## config.mk

```make
export PLATFORM = sky130hd
export DESIGN_NAME = bcd_to_bin_flat
export DESIGN_NICKNAME = d
export VERILOG_FILES = /design/src/rtl/bcd_pkg.sv /design/src/rtl/bcd_to_bin_if.sv /design/src/rtl/bcd_nibble_sub3.sv /design/src/rtl/bcd_to_bin.sv /design/src/flat_wrapper.sv
export SDC_FILE = /design/constraint.sdc
export NUM_CORES = 1
export LEC_CHECK = 0
export ABC_AREA = 0
export CORE_MARGIN = 2
export CORE_UTILIZATION = 56
export CTS_BUF_LIST = sky130_fd_sc_hd__clkbuf_2 sky130_fd_sc_hd__clkbuf_4 sky130_fd_sc_hd__clkbuf_8
export CTS_CLUSTER_SIZE = 10
export DETAILED_ROUTE_END_ITERATION = 16
export PLACE_DENSITY = 0.81
export SETUP_SLACK_MARGIN = 0.5
export SLEW_MARGIN = 20
export SYNTH_ARGS = -nofsm -noshare
export SYNTH_HDL_FRONTEND = slang
export SYNTH_SLANG_ARGS = --single-unit
```

## constraint.sdc

```tcl
create_clock -name clk -period 1.56 [get_ports clk]
set_input_delay 0.312 -clock clk [delete_from_list [all_inputs] [get_ports clk]]
set_output_delay 0.312 -clock clk [all_outputs]
set_load 0.1 [all_outputs]
```

## src/rtl/bcd_pkg.sv

```systemverilog
// -----------------------------------------------------------------------------
// bcd_pkg
//   Widths, iteration count and FSM state encoding for the BCD <-> binary
//   converters, plus a digit-legality helper.
//   Ports: none (package).
// -----------------------------------------------------------------------------
package bcd_pkg;

   localparam int BCD_W  = 12;   // three packed BCD digits
   localparam int BIN_W  = 10;   // 0..999 fits in 10 bits
   localparam int N_ITER = 12;   // one shift per BCD input bit
   localparam int CNT_W  = 4;

   typedef enum logic [1:0] {
      ST_IDLE  = 2'b00,
      ST_SHIFT = 2'b01,
      ST_DONE  = 2'b10
   } state_t;

   // High if any of the three nibbles holds a non-decimal code (A..F).
   function automatic logic bcd_invalid(input logic [BCD_W-1:0] v);
      return (v[11:8] > 4'd9) || (v[7:4] > 4'd9) || (v[3:0] > 4'd9);
   endfunction

endpackage

```

## src/rtl/bcd_to_bin_if.sv

```systemverilog
// -----------------------------------------------------------------------------
// bcd_to_bin_if
//   Request/result bundle of the BCD-to-binary converter.
//   en, data_bcd            : requester -> converter
//   data_bin, data_bin_valid,
//   bcd_err, busy           : converter -> requester
//   master = requester side, slave = converter side.
// -----------------------------------------------------------------------------
interface bcd_to_bin_if;
   import bcd_pkg::*;

   logic             en;
   logic [BCD_W-1:0] data_bcd;
   logic [BIN_W-1:0] data_bin;
   logic             data_bin_valid;
   logic             bcd_err;
   logic             busy;

   modport master (
      output en, data_bcd,
      input  data_bin, data_bin_valid, bcd_err, busy
   );

   modport slave (
      input  en, data_bcd,
      output data_bin, data_bin_valid, bcd_err, busy
   );

endinterface

```

## src/rtl/bcd_nibble_sub3.sv

```systemverilog
// -----------------------------------------------------------------------------
// bcd_nibble_sub3
//   Correction step of the reverse double-dabble: after a right shift a BCD
//   nibble >= 8 carried a "ten" that must become a binary 8, so subtract 3.
//   nib_in  [3:0] : shifted nibble
//   nib_out [3:0] : corrected nibble
// -----------------------------------------------------------------------------
module bcd_nibble_sub3 (
   input  logic [3:0] nib_in,
   output logic [3:0] nib_out
);

   always_comb begin
      nib_out = nib_in;
      if (nib_in >= 4'd8) begin
         nib_out = nib_in - 4'd3;
      end
   end

endmodule

```

## src/rtl/bcd_to_bin.sv

```systemverilog
// -----------------------------------------------------------------------------
// bcd_to_bin
//   Serial 3-digit BCD to 10-bit binary converter (reverse double-dabble),
//   fixed 13-cycle latency from the start edge to the registered result.
//   clk   : system clock, rising edge
//   rst_n : asynchronous active-low reset
//   bus   : bcd_to_bin_if.slave (en, data_bcd in; data_bin, data_bin_valid,
//           bcd_err, busy out)
//
//   state    | meaning
//   ---------+-------------------------------------------------------------
//   ST_IDLE  | waiting for en; latches the BCD word on start
//   ST_SHIFT | 12 shift/correct iterations
//   ST_DONE  | registers result, error and one-cycle valid pulse
// -----------------------------------------------------------------------------
module bcd_to_bin
   import bcd_pkg::*;
(
   input  logic        clk,
   input  logic        rst_n,
   bcd_to_bin_if.slave bus
);

   localparam logic [CNT_W-1:0] LAST_ITER = CNT_W'(N_ITER - 1);

   state_t             state, state_nxt;
   logic [BCD_W-1:0]   bcd_buf, bin_buf;
   logic [CNT_W-1:0]   cnt;
   logic               err_flag;
   logic [BIN_W-1:0]   data_bin_r;
   logic               valid_r, err_r;

   logic [BCD_W-1:0]   bcd_shr, bcd_adj, bin_shr;

   // bcd_buf[0] falls into the top of bin_buf on every shift.
   assign bcd_shr = {1'b0, bcd_buf[BCD_W-1:1]};
   assign bin_shr = {bcd_buf[0], bin_buf[BCD_W-1:1]};

   bcd_nibble_sub3 u_sub3_hun (.nib_in(bcd_shr[11:8]), .nib_out(bcd_adj[11:8]));
   bcd_nibble_sub3 u_sub3_ten (.nib_in(bcd_shr[7:4]),  .nib_out(bcd_adj[7:4]));
   bcd_nibble_sub3 u_sub3_uni (.nib_in(bcd_shr[3:0]),  .nib_out(bcd_adj[3:0]));

   always_ff @(posedge clk or negedge rst_n) begin
      if (!rst_n) begin
         state <= ST_IDLE;
      end else begin
         state <= state_nxt;
      end
   end

   always_comb begin
      state_nxt = state;
      case (state)
         ST_IDLE:  if (bus.en) state_nxt = ST_SHIFT;
         ST_SHIFT: if (cnt == LAST_ITER) state_nxt = ST_DONE;
         ST_DONE:  state_nxt = ST_IDLE;
         default:  state_nxt = ST_IDLE;
      endcase
   end

   always_ff @(posedge clk or negedge rst_n) begin
      if (!rst_n) begin
         bcd_buf    <= '0;
         bin_buf    <= '0;
         cnt        <= '0;
         err_flag   <= 1'b0;
         data_bin_r <= '0;
         valid_r    <= 1'b0;
         err_r      <= 1'b0;
      end else begin
         valid_r <= 1'b0;
         case (state)
            ST_IDLE: begin
               if (bus.en) begin
                  bcd_buf  <= bus.data_bcd;
                  bin_buf  <= '0;
                  cnt      <= '0;
                  err_flag <= bcd_invalid(bus.data_bcd);
               end
            end
            ST_SHIFT: begin
               bcd_buf <= bcd_adj;
               bin_buf <= bin_shr;
               cnt     <= cnt + 1'b1;
            end
            ST_DONE: begin
               // After 12 shifts the whole BCD word has moved into bin_buf;
               // the value is < 1000, so it sits entirely in the low 10 bits.
               data_bin_r <= err_flag ? '0 : bin_buf[BIN_W-1:0];
               valid_r    <= 1'b1;
               err_r      <= err_flag;
            end
            default: ;
         endcase
      end
   end

   assign bus.data_bin       = data_bin_r;
   assign bus.data_bin_valid = valid_r;
   assign bus.bcd_err        = err_r;
   assign bus.busy           = (state != ST_IDLE);

endmodule
```

## src/flat_wrapper.sv

```systemverilog
// flat-port wrapper written by rule: the top's interface ports become plain ports
module bcd_to_bin_flat import bcd_pkg::*;
  (clk, rst_n, bus_en, bus_data_bcd, bus_data_bin, bus_data_bin_valid, bus_bcd_err, bus_busy);
  bcd_to_bin_if bus_i ();
  input  logic clk;
  input  logic rst_n;
  input wire logic [$bits(bus_i.en)-1:0] bus_en;
  input wire logic [$bits(bus_i.data_bcd)-1:0] bus_data_bcd;
  output wire logic [$bits(bus_i.data_bin)-1:0] bus_data_bin;
  output wire logic [$bits(bus_i.data_bin_valid)-1:0] bus_data_bin_valid;
  output wire logic [$bits(bus_i.bcd_err)-1:0] bus_bcd_err;
  output wire logic [$bits(bus_i.busy)-1:0] bus_busy;
  assign bus_i.en = bus_en;
  assign bus_i.data_bcd = bus_data_bcd;
  assign bus_data_bin = bus_i.data_bin;
  assign bus_data_bin_valid = bus_i.data_bin_valid;
  assign bus_bcd_err = bus_i.bcd_err;
  assign bus_busy = bus_i.busy;
  bcd_to_bin u_core (.clk(clk), .rst_n(rst_n), .bus(bus_i));
endmodule
```

==> summary.txt, run 1 <==
Placement
  • Port Buf Inserts: 27
  • Gpl congestion: 0.8204
  • Hpwl dp: 3382 µm
  • Placed inst area: 0.002575 mm²

Logic synthesis
  • Yosys reg bits: 43
  • Sequential area share after synthesis: 52.76%
  • Mapped cell area: 0.002039 mm²
  • Async set-or-reset flop fraction in the synthesized netlist: 100.0%
  • Post-Syn Nets: 228
  • Syn Area/Cell: 9.805 µm²
  • Yosys warns: 0
  • Netlist cell types: 37
  • Cells after Synth: 208
  • Top FF cell, synth: dfrtp_1
  • EDFF count, synth: 0

Clock network
  • Total CTS buffers: 5
  • Root Buffer: clkbuf_4
  • Clock Tree Buf Depth: 2
  • Htree depth: 2
  • TritonCTS Sinks: 43

Die
  • DIE HEIGHT: 64.35 µm
  • Row count: 21
  • I/O pin count: 28
  • Die X: 64.35 µm
  • Initial core utilization: 59.71%

Timing
  • Worst setup endpoint GRT: bus_busy
  • Worst_ep kind: output port

Global route
  • Maximum number of pins on one net before global-route repair: 44
  • Initial antenna violation count: 0

Status
  • Status: stopped before the end
  • Failing step: global routing (5_1_grt)
  • Stop Error: [ERROR DPL-0033] detailed placement checks failed during check placement.
==> cell families after synthesis <==
kind of cell    count (synthesis)  synth area share [%]
simple gates                   75                 18.34
xor+xnor                        4                 1.718
buf+inv                        20                 4.847
flops                          43                 52.76
compound gates                 57                 17.24
fa+ha+maj                       5                 3.067
mux                             4                 2.025
==> timing repair <==
item / 4_1_cts
gates resized for setup: 75
pin swaps: 10
gates cloned: 4
hold buffers: 1
endpoints found under the hold margin: 43
setup buffers: 23
endpoints found under the setup margin: 56
==> synthesized netlist by cell type (all sizes together) (2+ instances only) <==
cell type,count,share of area (%)
dfrtp,43,53
and3b,3,1.3
mux2i,3,1.5
buf,9,2.8
a22oi,2,0.74
o21ai,34,8.3
xnor2,3,1.3
inv,8,1.5
ha,5,3.1
nand2b,14,4.3
clkbuf,3,0.55
nand2,41,7.5
nor2,6,1.1
nand4,2,0.61
nor2b,5,1.5
a21oi,7,1.7
o221a,2,1.1
==> metrics by stage <==
| step | hold slack (ns) | setup slack [ns] | setup TNS [ns] | cells |
|---|---|---|---|---|
| after detailed placement | 0.3084 | -0.05766 | -0.3023 | 283 |
| after global placement | 0.2990 | -0.002746 | -0.002746 | 283 |
| after floorplan | 0.01641 | 0.08236 | 0 | 208 |
| after CTS | 0.4540 | 0.03644 | 0 | 319 |
==> inputs of run 2 (changes only) <==
Settings changed: CORE_UTILIZATION 56 to 40, CTS_BUF_LIST sky130_fd_sc_hd__clkbuf_2 sky130_fd_sc_hd__clkbuf_4 sky130_fd_sc_hd__clkbuf_8 to not set, CTS_CLUSTER_SIZE 10 to not set, PLACE_DENSITY 0.81 to not set, PLACE_DENSITY_LB_ADDON set to 0.15, SETUP_SLACK_MARGIN 0.5 to not set.
==> run 2 against run 1 <==
  * The run now ends clean
  * Synthesized cell count stayed put
  * Synthesized area stayed put
==> summary.txt, run 2 <==
Status
  • Status: complete, no violations

Route
  • # DRC: 0
  • Via count: 1562
  • Pre-Repair DR Iteration Count: 4
  • Wire length per cell: 12.60 µm
  • ANT nets after route: 0
  • Final wirelength: 3957 µm
  • DRT iter0 DRCs: 102
  • Vias per inst: 4.975

Clock network
  • CTS tree: done
  • Clock Tree Buf Depth: 2 (unchanged)
  • Clk_lat worst skew: 0.30 ns
  • TritonCTS Sinks: 43 (unchanged)
  • Htree depth: 2 (unchanged)
  • Total CTS buffers: 5 (unchanged)
  • Root Buffer: clkbuf_8
  • Clock Pin Slew Worst Setup and Hold Paths: 0.09 ns

Timing
  • Max Slew Vio Count: 0
  • Hold Fails Final Rpt: 0
  • FMAX: 645.0 MHz
  • Post-layout min period: 1.550 ns
  • Slew HR: 76.10%
  • RSZ-0062 raised after global routing: yes
  • Finish-stage setup viols: 0
  • Worst hold margin: 0.4553 ns
  • Final Cycle Share: 99.38%
  • Setup TNS: 0 ns
  • Final Skew: 0.008898 ns
  • Least-Margin Pin Slew: 0.3586 ns

Worst setup path
  • Crit. End Element: output port
  • Worst Setup Start Kind: flop
  • Crit-path cells: buf_12, nor2_4, clkinvlp_4, buf_12
  • Worst EP arrival: 1.24 ns
  • Highest cell delay on the worst timing path: 0.41 ns
  • Crit path kind: flop to output port
  • Crit path top cell by count: buf_12
  • Crit path max fanout: 2
  • Worst path required time: 1.25 ns
  • Crit-path slowest cell: dfrtp_1

Global route
  • Vias in the first global route: 1461
  • Gr usage total: 16.30%
  • Maximum number of pins on one net before global-route repair: 31
  • Initial antenna violation count: 0
  • First-pass GRT wire length: 6851 µm
  • Global route overflow: 0

Finish
  • Most common cell after layout, fill and taps aside: dfrtp_1
  • Share of layout cells above drive strength 1: 19.84%
  • Layout Cells excl Fill: 314
  • Count of antenna diodes in the layout: 0
  • Fin area: 0.002735 mm²
  • Final #Nets: 266
  • Commonest non-fill, non-tap cells in the layout: dfrtp_1 (42), nand2_1 (41), o21ai_0 (27), buf_12 (17), nand2b_1 (14)
  • Area Growth Syn to Fin: 34.11%

Placement
  • Gpl congestion: 0.8249 (+0.55%)
  • Port Buf Inserts: 27 (unchanged)
  • Hpwl dp: 2719 µm (-20%)
  • Cell count after placement: 301 (+6.4%)
  • Placed inst area: 0.002594 mm² (+0.73%)

Logic synthesis
  • Post-synth top area share: 52.76% (unchanged)
  • Yosys warns: 0 (unchanged)
  • EDFF count, synth: 0 (unchanged)
  • Cells after Synth: 208 (unchanged)
  • Most frequent cells after synthesis: dfrtp_1 (43), nand2_1 (41), o21ai_0 (28)
  • Async set-or-reset flop fraction in the synthesized netlist: 100.0% (unchanged)
  • Largest cells by area after synthesis: dfrtp_1 (53%), nand2_1 (7.5%), o21ai_0 (6.9%)
  • Sequential area share after synthesis: 52.76% (unchanged)
  • Post-Syn Nets: 228 (unchanged)
  • Yosys reg bits: 43 (unchanged)
  • Netlist cell types: 37 (unchanged)
  • Mapped cell area: 0.002039 mm² (unchanged)
  • Top FF cell, synth: dfrtp_1
  • Syn Area/Cell: 9.805 µm² (unchanged)
  • Synth area leader: dfrtp_1
  • Count leader, synth: dfrtp_1

Die
  • Die X: 75.41 µm (+17%)
  • I/O pin count: 28 (unchanged)
  • Initial core utilization: 42.34% (-17 points)
  • Core ar.: 0.004817 mm²
  • Die footprint: 0.005686 mm²
  • Row count: 25 (+19%)
  • DIE HEIGHT: 75.41 µm (+17%)

Power and ir drop
  • Static leakage: 0.001193 µW
  • PnR Total Power: 4980 µW
  • Worst IR drop on VDD: 769.2 µV
  • Power per cell area: 1821 mW/mm²

Hold path
  • Hold Path Class: input pin to asynchronous set/reset pin

Run
  • Max cap viols: 0
[run 2: cell families after synthesis]
group	count (synthesis)	synth area share [%]
flip-flops	43	52.76
multiplexers	4	2.025
AND/OR/NAND/NOR	75	18.34
buffers and inverters	20	4.847
adder cells (fa/ha/maj)	5	3.067
XOR/XNOR	4	1.718
AO/OA/AOI/OAI	57	17.24
[run 2: final timing paths]
kind | from | end | slack, ns | depth (start not counted)
setup / recovery | u_core.state[0] | bus_busy | 0.01 | 4
hold / removal | rst_n | u_core.bcd_buf[5] | 0.46 | 2
setup reg to reg | u_core.state[0] | u_core.bcd_buf[0] | 0.08 | 5
hold reg to reg | u_core.bcd_buf[9] | u_core.bcd_buf[9] | 0.49 | 2
max in group asynchronous | rst_n | u_core.state[1] | 0.63 | 3
min in group clk | u_core.bcd_buf[9] | u_core.bcd_buf[9] | 0.49 | 2
[run 2: timing repair]
item                                   in CTS  in global routing
resized for setup                           1                  2
setup endpoints to repair                   1                  3
setup buffers                               4                  0
endpoints found under the hold margin      13                  0
pin swaps                                   1                  1
hold buffers                                1                  0
[run 2: critical path: cells and delay by family (launching register included)]
family / cells / cell delay, ns
AND/OR/NAND/NOR: 1 / 0.12
buffers and inverters: 3 / 0.42
flip-flops: 1 / 0.41
[run 2: area by class of cell]
type / count / area, µm²
clock buffer: 5 / 68.82
clock inverter: 3 / 23.77
fill: 432 / 2082
inverter: 8 / 33.78
multi-input combinational: 145 / 879.6
sequential: 43 / 1077
tap: 67 / 83.83
timing repair buffer: 43 / 568.0
[run 2: power breakdown]
part	switching (µW)	total [µW]	internal (µW)
clock	418	739	320
sequential	383	1920	1530
combinational	1290	2330	1040
total	2090	4980	2890
[run 2: routing by layer]
layer  up-vias  GRT usage, %  share of wire [%]
met3         5         3.571                3.2
met5         -             0                  0
met1       742         20.46                 47
met4         0         7.018                1.6
li1        780             -                  -
met2        35         27.15                 48
[run 2: metrics by stage]
| stage | setup slack, ns | utilization, % |
|---|---|---|
| after floorplan | 0.04381 | - |
| after global placement | 0.001006 | 53.84 |
| after detailed placement | -0.01180 | 53.84 |
| after CTS | -0.02252 | 56.62 |
| after global routing | -0.03624 | 56.78 |
| final | 0.009630 | 56.78 |
Power figures use the tool's default switching activity.
